## src/rtl/wb_commit_unit_pkg.sv

```systemverilog
// Shared types and constants for the writeback commit / exception sequencer.
// Imported by wb_commit_unit.
package wb_commit_unit_pkg;

    typedef enum logic [2:0] {
        S_IDLE,
        S_FLUSH,
        S_REDIRECT,
        S_HANDLER,
        S_HALT
    } state_e;

    localparam logic [31:0] HANDLER_PC_DEFAULT = 32'h0000_2000;
    localparam logic [4:0]  REG_ZERO           = 5'd0;

endpackage

```

## src/rtl/wb_commit_unit.sv

```systemverilog
// Writeback commit and exception sequencer: drives the register file write port,
// the rm[0]/rm[1] exception registers, pipe flush and fetch redirect.
module wb_commit_unit
    import wb_commit_unit_pkg::*;
#(
    parameter logic [31:0] HANDLER_PC   = HANDLER_PC_DEFAULT,
    parameter int unsigned FLUSH_CYCLES = 3
) (
    input  logic        clk,
    input  logic        reset,
    input  logic        wb_valid,
    input  logic        wb_regWrite,
    input  logic [4:0]  wb_rd,
    input  logic [31:0] wb_value,
    input  logic        wb_exception,
    input  logic [31:0] wb_pc,
    input  logic [31:0] wb_faulty_address,
    input  logic        wb_iret,
    output logic        rf_we,
    output logic [4:0]  rf_waddr,
    output logic [31:0] rf_wdata,
    output logic        rm_we,
    output logic [31:0] rm_pc,
    output logic [31:0] rm_addr,
    output logic        flush,
    output logic        redirect_valid,
    output logic [31:0] redirect_pc,
    output logic        in_handler,
    output logic        double_fault
);

    localparam logic [3:0] FLUSH_LOAD = 4'(FLUSH_CYCLES - 1);

    state_e      state_q, state_d;
    logic [3:0]  cnt_q, cnt_d;
    logic [31:0] target_q, target_d;
    logic [31:0] saved_pc_q, saved_pc_d;
    logic        to_handler_q, to_handler_d;
    logic        rf_we_q, rf_we_d;
    logic [4:0]  rf_waddr_q, rf_waddr_d;
    logic [31:0] rf_wdata_q, rf_wdata_d;
    logic        rm_we_q, rm_we_d;
    logic [31:0] rm_pc_q, rm_pc_d;
    logic [31:0] rm_addr_q, rm_addr_d;
    logic        flush_q, flush_d;
    logic        redirect_valid_q, redirect_valid_d;
    logic [31:0] redirect_pc_q, redirect_pc_d;
    logic        in_handler_q, in_handler_d;
    logic        double_fault_q, double_fault_d;

    logic commit;
    logic fault;

    assign commit = wb_valid & wb_regWrite & ~wb_exception & (wb_rd != REG_ZERO);
    assign fault  = wb_valid & wb_exception;

    always_comb begin
        state_d          = state_q;
        cnt_d            = cnt_q;
        target_d         = target_q;
        saved_pc_d       = saved_pc_q;
        to_handler_d     = to_handler_q;
        rf_we_d          = 1'b0;
        rf_waddr_d       = rf_waddr_q;
        rf_wdata_d       = rf_wdata_q;
        rm_we_d          = 1'b0;
        rm_pc_d          = rm_pc_q;
        rm_addr_d        = rm_addr_q;
        flush_d          = 1'b0;
        redirect_valid_d = 1'b0;
        redirect_pc_d    = redirect_pc_q;
        double_fault_d   = 1'b0;

        unique case (state_q)
            S_IDLE, S_HANDLER: begin
                if (fault) begin
                    // A fault while already in the handler cannot be recovered from.
                    if (state_q == S_HANDLER) begin
                        state_d        = S_HALT;
                        flush_d        = 1'b1;
                        double_fault_d = 1'b1;
                    end else begin
                        rm_we_d      = 1'b1;
                        rm_pc_d      = wb_pc;
                        rm_addr_d    = wb_faulty_address;
                        saved_pc_d   = wb_pc;
                        target_d     = HANDLER_PC;
                        to_handler_d = 1'b1;
                        cnt_d        = FLUSH_LOAD;
                        flush_d      = 1'b1;
                        state_d      = S_FLUSH;
                    end
                end else begin
                    if (commit) begin
                        rf_we_d    = 1'b1;
                        rf_waddr_d = wb_rd;
                        rf_wdata_d = wb_value;
                    end
                    // iret outside the handler is a nop apart from its write.
                    if ((state_q == S_HANDLER) && wb_valid && wb_iret) begin
                        target_d     = saved_pc_q;
                        to_handler_d = 1'b0;
                        cnt_d        = FLUSH_LOAD;
                        flush_d      = 1'b1;
                        state_d      = S_FLUSH;
                    end
                end
            end
            S_FLUSH: begin
                if (cnt_q == 4'd0) begin
                    state_d          = S_REDIRECT;
                    redirect_valid_d = 1'b1;
                    redirect_pc_d    = target_q;
                end else begin
                    cnt_d   = cnt_q - 4'd1;
                    flush_d = 1'b1;
                end
            end
            S_REDIRECT: begin
                state_d = to_handler_q ? S_HANDLER : S_IDLE;
            end
            S_HALT: begin
                flush_d        = 1'b1;
                double_fault_d = 1'b1;
            end
            default: begin
                state_d = S_IDLE;
            end
        endcase

        in_handler_d = (state_d == S_HANDLER);
    end

    always_ff @(posedge clk or posedge reset) begin
        if (reset) begin
            state_q          <= S_IDLE;
            cnt_q            <= 4'd0;
            target_q         <= 32'd0;
            saved_pc_q       <= 32'd0;
            to_handler_q     <= 1'b0;
            rf_we_q          <= 1'b0;
            rf_waddr_q       <= 5'd0;
            rf_wdata_q       <= 32'd0;
            rm_we_q          <= 1'b0;
            rm_pc_q          <= 32'd0;
            rm_addr_q        <= 32'd0;
            flush_q          <= 1'b0;
            redirect_valid_q <= 1'b0;
            redirect_pc_q    <= 32'd0;
            in_handler_q     <= 1'b0;
            double_fault_q   <= 1'b0;
        end else begin
            state_q          <= state_d;
            cnt_q            <= cnt_d;
            target_q         <= target_d;
            saved_pc_q       <= saved_pc_d;
            to_handler_q     <= to_handler_d;
            rf_we_q          <= rf_we_d;
            rf_waddr_q       <= rf_waddr_d;
            rf_wdata_q       <= rf_wdata_d;
            rm_we_q          <= rm_we_d;
            rm_pc_q          <= rm_pc_d;
            rm_addr_q        <= rm_addr_d;
            flush_q          <= flush_d;
            redirect_valid_q <= redirect_valid_d;
            redirect_pc_q    <= redirect_pc_d;
            in_handler_q     <= in_handler_d;
            double_fault_q   <= double_fault_d;
        end
    end

    assign rf_we          = rf_we_q;
    assign rf_waddr       = rf_waddr_q;
    assign rf_wdata       = rf_wdata_q;
    assign rm_we          = rm_we_q;
    assign rm_pc          = rm_pc_q;
    assign rm_addr        = rm_addr_q;
    assign flush          = flush_q;
    assign redirect_valid = redirect_valid_q;
    assign redirect_pc    = redirect_pc_q;
    assign in_handler     = in_handler_q;
    assign double_fault   = double_fault_q;

endmodule

```

## config.mk

```make
export PLATFORM = sky130hd
export DESIGN_NAME = wb_commit_unit
export DESIGN_NICKNAME = d
export VERILOG_FILES = /design/src/rtl/wb_commit_unit_pkg.sv /design/src/rtl/wb_commit_unit.sv
export SDC_FILE = /design/constraint.sdc
export NUM_CORES = 1
export LEC_CHECK = 0
export ABC_AREA = 1
export CAP_MARGIN = 15
export CORE_MARGIN = 2
export CORE_UTILIZATION = 43
export CTS_CLUSTER_SIZE = 30
export DETAILED_ROUTE_END_ITERATION = 8
export GPL_TIMING_DRIVEN = 1
export PLACE_DENSITY_LB_ADDON = 0.12
export SYNTH_ARGS = -nofsm -noshare
export SYNTH_HDL_FRONTEND = slang
export SYNTH_SLANG_ARGS = --single-unit
```

## constraint.sdc

```tcl
create_clock -name clk -period 15.4 [get_ports clk]
set_clock_uncertainty 0.2 [all_clocks]
set_input_delay 3.08 -clock clk [delete_from_list [all_inputs] [get_ports clk]]
set_output_delay 3.08 -clock clk [all_outputs]
set_load 0.01 [all_outputs]
```

# --- After elaboration in Yosys (flattened, before gate mapping) ---
# Cells that the tools add are included.
totals:
  inputBits: 107
  output_inout_bits: 139
  word_cells: 77
  reg_bits: 179
op_classes:
  reduce_logical: 13
  n_eq_ne: 9
  add_sub_neg: 1
  mux: 32
  bitwise: 7
op_table:
  columns: ["cell", "n"]
  rows:
  - ["32-bit two-way mux", 3]
  - ["1-bit two-way mux", 16]
  - ["4-bit two-way mux", 4]
  - ["3-bit two-way mux", 4]
  - ["3-bit case mux with 4 select lines", 1]
  - ["3-bit by 2-bit equality test with 1-bit output (second input constant)", 3]
  - ["3-bit AND reduction", 3]
  - ["4-bit case mux with 2 select lines", 1]
  - ["3-bit != test (second input constant)", 2]
  - ["5-bit nonzero test", 1]
  - ["1-bit AND", 4]
  - ["4-bit logical NOT", 1]
  - ["2-bit != test (second input constant)", 2]
  - ["4-bit AND reduction", 1]
  - ["2-bit nonzero test", 2]
  - ["4-bit by 1-bit subtractor with 4-bit output (second input constant)", 1]
  - ["3-bit by 1-bit equality test with 1-bit output (second input constant)", 1]
  - ["3-bit equality test (second input constant)", 1]
  - ["3-bit logical NOT", 1]
  - ["1-bit inverter", 3]
  - ["1-bit case mux with 3 select lines", 1]
  - ["1-bit logical AND", 2]
  - ["2-bit two-way mux", 1]
  - ["1-bit case mux with 2 select lines", 1]
  - ["other kinds (2)", 2]

# --- Depth between registers and ports, before layout ---
depth:
  word_depth: 7
  depth_mapped: 9
  depth_no_buf: 9

# --- Least setup slack after synthesis ---
# No wires, ideal clock.
synth_path:
  kind: "input port to flip-flop"
  startpoint: "input wb_exception"
  endpoint: "register target_q[24]"
  path_buffers: 2
  t_arrival_ps: 3887
  path_stages: 8
  setup_ps: 117
  path_slack_ps: 11196
  required_time_ps: 15083
  cell_sequence: "nand2_2 > inv_1 > nand2_2 > nand3_2 > buf_6 > buf_12 > nand2_1 > o21ai_2"
synth_via:
  elab_chain_len: 3
  word_cells_on_any_way: 5
  cone_classes: "eq/ne: 1; mux: 1; bitwise: 1; reduce/logical: 2"
synth_lines:
  columns: ["element", "line_no", "rtl"]
  rows:
  - ["start, declared", "wb_commit_unit.sv:15", "input logic wb_exception,"]
  - ["1-bit AND *", "wb_commit_unit.sv:55", "assign fault = wb_valid & wb_exception;"]
  - ["2-bit != test (no line) / 2-bit nonzero test (equally long branches)", null, null]
  - ["3-bit AND reduction (no line)", null, null]
  - ["end signal, assigned", "wb_commit_unit.sv:155", "target_q <= target_d;"]
  - ["end, declared", "wb_commit_unit.sv:36", "logic [31:0] target_q, target_d;"]
# Every way passes the cells marked *; elsewhere a longest branch is shown, timed or not.
# A chain may end at the register's enable or synchronous reset.

# --- Worst setup path after layout ---
layout_path:
  startpoint: "input wb_valid"
  endpoint: "register rm_addr_q[8] (netlist: rm_addr[8])"
layout_via:
  elab_chain_len: 2
layout_lines:
  columns: ["element", "line_no", "rtl"]
  rows:
  - ["start, declared", "wb_commit_unit.sv:11", "input logic wb_valid,"]
  - ["1-bit AND", "wb_commit_unit.sv:55", null]
  - ["3-bit AND reduction (no line)", null, null]
  - ["end signal, assigned", "wb_commit_unit.sv:163", "rm_addr_q <= rm_addr_d;"]
  - ["end, declared", "wb_commit_unit.sv:44", "logic [31:0] rm_addr_q, rm_addr_d;"]
# Every way passes these cells.

==> impl_metrics.ini <==
[global_routing]
antenna_found_initial = 0
grt_usage_pct = 19.5
grt_pass1_wl_mm = 28.0
grt_pass1_vias = 5586
grt_overflow_total = 0
grt_start_max_net_pins = 120

[place]
dp_hpwl_mm = 11.0
port_buffers = 245
place.gp.congestion = 0.843
placed_cells = 1229
pre_cts_ws_ns = 9.18

[hold_path]
hp-class = register to register
min_from = redirect_pc[19]
hold_end = redirect_pc[19]
hold_depth = 2

[floorplanning]
dieArea_mm2 = 0.0180
ios = 246
die_w_um = 134
core_area_mm2 = 0.0166
start_util_pct = 43.9
rows = 47
dieHeight_um = 134

[routing]
postRouteAntennaNets = 0
drt_iter0_drc = 301
drc = 0
wl_per_cell_um = 13.6
met1_length_mm = 7.58
first_pass_iters = 4
routed-wl-met2_mm = 7.86
top_layer_used = met4
vias_per_cell = 4.56
dr_total_vias = 5754
routed_wl_mm = 17.1
met3_length_mm = 1.44

[power]
leakage_nw = 5.19
powerDensity_mw_per_mm2 = 198
design_power_total_w = 0.00208
ir_drop_v = 0.0000885

[worst_setup_path]
path_max_fanout = 66
reg2reg_to = rm_addr[8]
rr_startpoint = state_q[1]
arrival_ns = 5.78
critical_path_class = primary input to register
critPathLaunchType = primary input
endpoint_kind = register
reg2reg_slack_ns = 12.71
worstPathRequired_ns = 15.50
rr_worst_depth = 7

[timing]
slew_headroom_pct = 26.2
worstMarginPinSlew_ns = 1.10
fin_ws_ns = 9.72
slew_viol_final = 0
hold_violations = 0
fin_setup_tns_ns = 0
setup_violations = 0
period_share_pct = 36.9
min_period_ns = 5.68
max_freq_mhz = 176
rsz0062_at_grt = false

[final_layout]
fin_cells = 1263
drive_gt1_share_pct = 10.1
fillCellCount = 1432
final_core_util_pct = 63.3
areaGrowthSynthToFinish_pct = 44.2
final_cell_mix = nand2_1, clkdlybuf4s50_1, dfrtp_1, o21ai_2, nand2_2
layout_commonest_cell = nand2_1
n_antenna_cell = 0
nNetsFinal = 1139

[clock_tree]
clock-sinks = 179
worstSkewPairLatency_ns = 0.42
h-tree-depth = 4
cts_max_path_buffers = 2
cts_root_buf = clkbuf_16
clk_pin_slew_ns = 0.06
cts_resized = 0
post_cts_buffers = 0
cts_buffers = 17
cts_hold_buf = 0
cts_tree = built

[yosys]
yosys_warnings = 0
syn-instance-count = 798
synth_cell_type_count = 25
synth_seq_cells = 179
synth_area_mm2 = 0.00727
ys_seq_area_share_pct = 61.6
synth_nets = 907
syn_area_per_cell_um2 = 9.11

[job]
drv_cap = 0

[run_status]
status = finished, final reports clean
==> final cells by class <==
class / count / area, um^2 / share of cell area, %
clock buffers: 23 / 478 / 4.56
clock inverters: 9 / 199 / 1.90
inverters: 15 / 61.3 / 0.584
multi-input cells: 567 / 2470 / 23.5
flip-flops and latches: 179 / 4480 / 42.7
well taps: 220 / 275 / 2.62
repair buffers: 250 / 2530 / 24.1
==> how the worst max path moves through the flow <==
stage | end | startpoint | cells after the start
after CTS | rm_pc[4] | wb_valid | 7
after floorplan | cnt_q[0] | reset | 1
after detailed placement | rm_pc[4] | wb_valid | 7
after global placement | target_q[26] | wb_valid | 7
after global routing | rm_pc[8] | wb_valid | 7
final | rm_addr[8] | wb_valid | 7
==> Yosys cell counts, drive strengths merged <==
cell type  instances  area [um^2]
ha                 2         25.0
dfrtp            179         4480
clkbuf             6         23.8
nand3             12         77.6
nand3b             1         7.51
nand2            495         1940
xnor2              1         8.76
nor2              19         88.8
buf               31          258
o211ai             1         7.51
nor3               1         5.00
o21ai             35          295
inv               15         56.3
==> registers in the layout, indices dropped and copies added (netlist names), 3 cells and up <==
register	flops
target_q	32
cnt_q	4
rm_pc	32
state_q	3
rm_addr	32
rf_wdata	32
redirect_pc	32
rf_waddr	5
==> per-layer routing <==
metal	GRT usage (%)	vias up
met1	25.9	2652
met3	6.84	16
li1	-	2896
met5	0	-
met2	30.6	190
met4	5.56	0
==> metrics by stage <==
stage / instance area [um^2] / hold WS [ns]
3_5_place_dp: 9760 / 0.257
2_1_floorplan: 7270 / 0.242
4_1_cts: 10400 / 0.273
3_3_place_gp: 9760 / 0.252
6_report: 10500 / 0.268
5_1_grt: 10500 / 0.293
==> kinds of logic (layout without fill, tap and decap cells) <==
kind of cell    after synthesis  count (layout)  synth area share [%]
compound gates               36              36                  4.16
xor+xnor                      1               1                 0.120
fa+ha+maj                     2               2                 0.344
buf+inv                      52             297                  4.64
flops                       179             179                  61.6
simple gates                528             528                  29.1
==> worst max-delay path: stages <==
cell and delay, ns:
clkdlybuf4s50_1 0.51, nand2_2 0.45, nor2_4 0.23, buf_4 0.56, inv_2 0.63, nand2_1 0.21
nand2_1 0.07
==> report_power, final <==
part           internal, W  total (W)  switching, W  leakage, nW
registers         0.000664   0.000786      0.000122         2.28
clock network     0.000318   0.000493      0.000175        0.331
logic             0.000411   0.000800      0.000389         2.57
total              0.00139    0.00208      0.000686         5.19
Power figures use the tool's default switching activity.
